==> src/rtl/uart_rx.sv <==
// ============================================================================
// Module   : uart_rx
// Purpose  : Oversampled 8N1-style UART receiver. The start bit is qualified
//            at mid-bit, data is shifted in LSB first, and the stop bit is
//            checked for framing errors.
// Revision : 1.0 - initial release
// ============================================================================
`default_nettype none

module uart_rx #(
  parameter int DATA_BITS  = 8,
  parameter int OVERSAMPLE = 8
) (
  input  logic                 clk_i,
  input  logic                 reset_i,
  input  logic                 tick_i,
  input  logic                 rx_i,
  output logic [DATA_BITS-1:0] data_o,
  output logic                 valid_o,
  output logic                 frame_err_o,
  output logic                 busy_o
);

  localparam int TW = $clog2(OVERSAMPLE);
  localparam int BW = $clog2(DATA_BITS + 1);
  localparam logic [TW-1:0] HALF_LAST = TW'(OVERSAMPLE / 2 - 1);
  localparam logic [TW-1:0] BIT_LAST  = TW'(OVERSAMPLE - 1);
  localparam logic [BW-1:0] DATA_LAST = BW'(DATA_BITS - 1);

  typedef enum logic [1:0] {
    IDLE  = 2'd0,
    START = 2'd1,
    DATA  = 2'd2,
    STOP  = 2'd3
  } state_t;

  state_t               state, state_n;
  logic [TW-1:0]        tick_cnt, tick_cnt_n;
  logic [BW-1:0]        bit_cnt, bit_cnt_n;
  logic [DATA_BITS-1:0] sh, sh_n;
  logic [DATA_BITS-1:0] data_n;
  logic                 valid_n;
  logic                 frame_err_n;
  logic                 rx_meta, rx_s, rx_d;

  // Two-flop synchronizer plus one delay stage for falling-edge detection;
  // all stages reset to the idle-high line level.
  always_ff @(posedge clk_i) begin
    if (reset_i) begin
      rx_meta <= 1'b1;
      rx_s    <= 1'b1;
      rx_d    <= 1'b1;
    end else begin
      rx_meta <= rx_i;
      rx_s    <= rx_meta;
      rx_d    <= rx_s;
    end
  end

  always_ff @(posedge clk_i) begin
    if (reset_i) begin
      state       <= IDLE;
      tick_cnt    <= '0;
      bit_cnt     <= '0;
      sh          <= '0;
      data_o      <= '0;
      valid_o     <= 1'b0;
      frame_err_o <= 1'b0;
    end else begin
      state       <= state_n;
      tick_cnt    <= tick_cnt_n;
      bit_cnt     <= bit_cnt_n;
      sh          <= sh_n;
      data_o      <= data_n;
      valid_o     <= valid_n;
      frame_err_o <= frame_err_n;
    end
  end

  always_comb begin
    state_n     = state;
    tick_cnt_n  = tick_cnt;
    bit_cnt_n   = bit_cnt;
    sh_n        = sh;
    data_n      = data_o;
    valid_n     = 1'b0;
    frame_err_n = frame_err_o;

    unique case (state)
      IDLE: begin
        // Edge-triggered so a held-low (break) line cannot retrigger.
        if (!rx_s && rx_d) begin
          state_n    = START;
          tick_cnt_n = '0;
        end
      end
      START: begin
        if (tick_i) begin
          if (tick_cnt == HALF_LAST) begin
            tick_cnt_n = '0;
            bit_cnt_n  = '0;
            state_n    = rx_s ? IDLE : DATA;
          end else begin
            tick_cnt_n = tick_cnt + TW'(1);
          end
        end
      end
      DATA: begin
        if (tick_i) begin
          if (tick_cnt == BIT_LAST) begin
            sh_n       = {rx_s, sh[DATA_BITS-1:1]};
            tick_cnt_n = '0;
            bit_cnt_n  = bit_cnt + BW'(1);
            if (bit_cnt == DATA_LAST) begin
              state_n = STOP;
            end
          end else begin
            tick_cnt_n = tick_cnt + TW'(1);
          end
        end
      end
      STOP: begin
        if (tick_i) begin
          if (tick_cnt == BIT_LAST) begin
            // Data is delivered even when the stop bit is bad.
            data_n      = sh;
            frame_err_n = ~rx_s;
            valid_n     = 1'b1;
            tick_cnt_n  = '0;
            state_n     = IDLE;
          end else begin
            tick_cnt_n = tick_cnt + TW'(1);
          end
        end
      end
      default: state_n = IDLE;
    endcase
  end

  assign busy_o = (state != IDLE);

endmodule

`default_nettype wire
==> config.mk <==
export PLATFORM = sky130hd
export DESIGN_NAME = uart_rx
export DESIGN_NICKNAME = d
export VERILOG_FILES = /design/src/rtl/uart_rx.sv
export SDC_FILE = /design/constraint.sdc
export NUM_CORES = 1
export LEC_CHECK = 0
export CAP_MARGIN = 20
export CORE_ASPECT_RATIO = 1.1
export CORE_MARGIN = 2
export CORE_UTILIZATION = 54
export CTS_CLUSTER_SIZE = 28
export DETAILED_ROUTE_END_ITERATION = 16
export GPL_TIMING_DRIVEN = 1
export PLACE_DENSITY = 0.81
export SETUP_SLACK_MARGIN = 0.5
export SLEW_MARGIN = 10
export SYNTH_ARGS = -nofsm -noshare
export SYNTH_HDL_FRONTEND = slang
export SYNTH_SLANG_ARGS = --single-unit
==> constraint.sdc <==
create_clock -name clk_i -period 1.6 [get_ports clk_i]
set_input_delay 0.4 -clock clk_i [delete_from_list [all_inputs] [get_ports clk_i]]
set_output_delay 0.4 -clock clk_i [all_outputs]
set_load 0.02 [all_outputs]
* Word level (Yosys, flattened, before mapping)
Index checks and enable logic that the tools add are counted.
** Storage, ports and cells
- Bits in registers :: 30
- Latch bits :: 0
- Bits in writable memories :: 0
- Bits in read-only memories :: 0
- Word-level logic and storage cells :: 64
- Memories :: 0
** Cells by class
- Add/sub/neg operators :: 2
- Multipliers :: 0
- Div/mod/pow operators :: 0
- Magnitude comparators :: 0
- Equality and inequality tests :: 15
- Shifts and indexed selects :: 0
- Mux-type cells :: 22
- Bitwise operators :: 3
- Reduce and logical (&&, ||, !) cells :: 12
** Operators with widths (count)
- $mux W2 :: 9
- $mux W4 :: 4
- $ne A2 B2 Y1 const B :: 8
- $mux W3 :: 5
- $pmux W3 S3 :: 1
- $reduce_and A3 Y1 :: 3
- $pmux W2 S4 :: 1
- $pmux W4 S2 :: 1
- $reduce_and A8 Y1 :: 1
- $reduce_and A5 Y1 :: 1
- $add A4 B1 Y4 const B :: 1
- $eq A2 B2 Y1 const B :: 2
- $eq A4 B3 Y1 const B :: 1
- $reduce_bool A2 Y1 :: 2
- $add A3 B1 Y3 const B :: 1
- $eq A3 B2 Y1 const B :: 1
- $eq A3 B3 Y1 const B :: 1
- $not A1 Y1 :: 3
- $reduce_or A3 Y1 :: 1
- $eq A2 B1 Y1 const B :: 1
- $logic_not A2 Y1 :: 1
- $ne A2 B1 Y1 const B :: 1
- $reduce_or A2 Y1 :: 1
- $logic_and A1 B1 Y1 :: 1
- other kinds (2) :: 2

* Longest topological paths before layout
- Depth in word-level cells :: 5
- Mapped depth :: 5
- Depth with buffers taken out :: 5

* Least setup slack after synthesis
Ideal clock, no wire load.
- Path type :: register -> register
- Start point :: register tick_cnt[0]
- End point :: register state[0]
- Setup time :: 117 ps
- Data arrival time :: 1284 ps
- Required time :: 1483 ps
- Path slack :: 198 ps
- Cell stages (with the launch flop) :: 6
- Period minus slack after synthesis :: 1402 ps
- Cell sequence :: dfxtp_1 > ha_1 > nand2_1 > clkbuf_1 > a21o_1 > a32o_1
** On the way
- Cells in the longest elaborated chain, start to end :: 3
- Elaborated cells on any way between the ends :: 6
- Classes of those cells :: eq/ne: 5; reduce/logical: 1
** RTL lines
- from (decl) :: line 38 : logic [TW-1:0] tick_cnt, tick_cnt_n;
- from (signal assigned) :: line 71 : tick_cnt <= tick_cnt_n;
- $eq A3 B3 Y1 / $eq A3 B2 Y1 (equally long branches) :: line 110, 124, 99
- $ne A2 B2 Y1 (no line)
- $reduce_and A8 Y1 (no line) *
- to (signal assigned) :: line 70 : state <= state_n;
- to (decl) :: line 37 : state_t state, state_n;
Mark *: on every way between the ends. The rest lies on a longest branch, timed or not.
A chain may end at the register's enable or synchronous reset.

* Worst setup path after layout
- Start point :: register state[0]
- End point :: output busy_o
** On the way
- Cells in the longest elaborated chain, start to end :: 1
** RTL lines
- $reduce_bool A2 Y1 :: line 140 : assign busy_o = (state != IDLE);
- to (decl) :: line 21 : output logic busy_o
No other way between the ends.

==> summary.md <==
| Metric | Value |
|---|---|
| N_diodes | 0 |
| Post-synth top area share | 0.4320 |
| Post-detail-place hpwl | between 2000 and 2500 um |
| Post-Layout Cell Count | ~230 |
| Routed Antenna Nets | 0 |
| Maximum VDD drop | a little under 800 uV |
| DR vias | around 1.6k |
| Core area | around 0.0025 mm^2 |
| Critical path type | reg2out |
| HP Class | reg2reg |
| Reg clk slew, reported paths | ~0.11 ns |
| Total GRT Usage | 0.3230 |
| Drt initial violations | about 130 |
| RSZ-0062 raised after global routing | yes |
| # fillers | a little over 90 |
| CP max FO | 7 |
| Distinct cells, synth | 36 |
| PortBufs | 14 |
| Global placement routability congestion | between 0.8 and 0.9 |
| Synth top area cells | dfxtp_1, o21ai_0, nand3_1 |
| Register area | between 600 and 700 um^2 |
| First-pass GRT wire length | around 7000 um |
| Status | complete, no violations |
| Post-Syn Nets | roughly 170 |
| Pleak | between 0.7 and 0.8 nW |
| Period utilisation layout | 0.9500 |
| Gr ovfl total | 0 |
| Area growth syn-to-layout | 56.98% |
| Seq/Total Area, Yosys | 0.4320 |
| Max clock buf depth | 2 |
| Leading area contributor after synthesis | dfxtp_1 |
| Drt total wl | roughly 5400 um |
| DR pass1 iterations | 4 |
| Clk_lat worst skew | between 0.3 and 0.4 ns |
| Multi-input gate area | about 980 um^2 |
| Number of core rows | 19 |
| Htree depth | 2 |
| DIE AREA | approximately 0.003 mm^2 |
| Root Driver | clkbuf_4 |
| Largest net degree at the start of global routing | 19 |
| Drt wl/cell | between 20 and 25 um |
| CTS tree | yes |
| Data required time at the worst endpoint | between 1 and 1.5 ns |
| Worst hold margin | about 0.44 ns |
| Placed Area | around 0.0017 mm^2 |
| Cts bufs inserted | 5 |
| Setup slack after layout | between 0.07 and 0.08 ns |
| Clk_skew | 0.01036 ns |
| Pre-CTS setup slack | -0.2183 ns |
| Die X | ~52 um |
| Endpoint class of the critical path | primary output |
| Worst path cell trace | or2_4 -> buf_6 |
| Fmax | roughly 660 MHz |
| Power per cell area | between 600 and 700 mW/mm^2 |
| DRC viols | 0 |
| Slowest CP cell | dfxtp_4 |
| Vias in the first global route | roughly 1.4k |
| Flops & latches, synth | 30 |
| Final hold vios | 0 |
| Max Slew Vio Count | 0 |
| Slew Limit Headroom | 0.7584 |
| CTS hold repair buffers | 0 |
| Antenna violations before repair | 0 |
| CP Launch Type | register |
| Commonest cells after routing, fill and taps aside | buf_6, buf_4, dfxtp_2, dfxtp_1, a21oi_2 |
| Syn avg cell area | 8.634 um^2 |
| Final setup viols | 0 |
| Max incr delay on CP | around 0.40 ns |
| Io pins | 15 |
| Fraction of layout cells with a size suffix above 1 | 0.6100 |
| Synthesized area | roughly 0.0014 mm^2 |
| Synth Instances | 161 |
| Max_cap viols | 0 |
| Placed cell count | 207 |
| Clk sink count | 30 |
| Period minus WS final | 1.520 ns |
| Commonest non-fill, non-tap cell in the layout | buf_6 |
| Actual slew at the worst max-slew pin | 0.3624 ns |
| PnR Total Power | 1.476 mW |
| Nets | 207 |
| Vias per cell | 6.771 |
| Die height | around 57 um |
| Ys Warns | 0 |
| Crit path arrival time | about 1.1 ns |
| Final Cell Area | 0.002182 mm^2 |
| Initial core utilization | 0.5622 |
through the flow:
stage / utilization / TNS, ns
2_1_floorplan: - / 0
3_3_place_gp: 0.6726 / -2.516
3_5_place_dp: 0.6726 / -3.567
4_1_cts: 0.8214 / 0
5_1_grt: 0.8826 / 0
6_report: 0.8826 / 0
sequential cells by signal, summed over array words and instances, names as in the netlist, named ones only:
register,cells
bit_cnt,4
data_o,8
frame_err_o,1
rx_d,1
rx_meta,1
rx_s,1
sh,8
state,1
tick_cnt,3
valid_o,1
synth_stat cells, drive strengths merged:
cell      n
o21a      1
a211oi    2
or3b      1
ha        4
nand3b    1
and3      1
a21boi    1
buf       2
and3b     2
a21o      1
a2111oi   1
o211ai    5
nor3      1
dfxtp    30
a32o      1
or4       1
inv       5
o31ai     1
clkbuf   13
a311oi    2
or4b      1
or2       5
nand4     1
nand2b    3
nand4b    2
a21oi    19
nand2     5
nand3    20
o32ai     1
and2      2
nor2      2
o21ai    21
a31oi     1
mux2i     2
where the power goes:
group          leakage (nW)  internal (mW)  switching (mW)
clock network        0.0343          0.211           0.309
registers             0.252          0.756          0.0180
logic                 0.461         0.0844          0.0981
path summary, 6_finish.rpt:
check,to,slack (ns),depth (start not counted),start
min reg2reg,rx_s,0.44,1,rx_meta
min,rx_s,0.44,1,rx_meta
max reg2reg,tick_cnt[2],0.08,4,register
max,busy_o,0.08,2,state[0]
cell families after synthesis:
logic type / count (synthesis) / share of synthesized area
AO/OA/AOI/OAI: 57 / 0.2583
AND/OR/NAND/NOR: 48 / 0.2025
flip-flops: 30 / 0.4320
buffers and inverters: 20 / 0.05670
adder cells (fa/ha/maj): 4 / 0.03601
multiplexers: 2 / 0.01440
area by class of cell:
cell class / instances / area share
inverters: 5 / 0.008601
flip-flops and latches: 30 / 0.2884
multi-input cells: 111 / 0.4478
well taps: 31 / 0.01778
clock inverters: 2 / 0.005734
repair buffers: 46 / 0.2081
clock buffers: 6 / 0.02351
critical path: cells and delay by family, from the launching register on:
kind,cells,cell delay [ns]
DFF,1,0.40
and+or+nand+nor,1,0.24
buffers and inverters,1,0.13
per-layer routing:
| metal | global-route usage | vias to the layer above | part of all wire |
|---|---|---|---|
| li1 | - | 667 | - |
| met1 | 0.3810 | 734 | 0.38 |
| met2 | 0.4929 | 128 | 0.45 |
| met3 | 0.1099 | 35 | 0.11 |
| met4 | 0.2088 | 0 | 0.058 |
| met5 | 0 | - | 0 |
repair_timing:
item,CTS,global route
setup endpoints to repair,40,38
setup buffers,12,0
gates resized for setup,132,34
gates cloned,4,0
pin swaps,20,20
No activity file was read; power rests on OpenSTA's default activity.
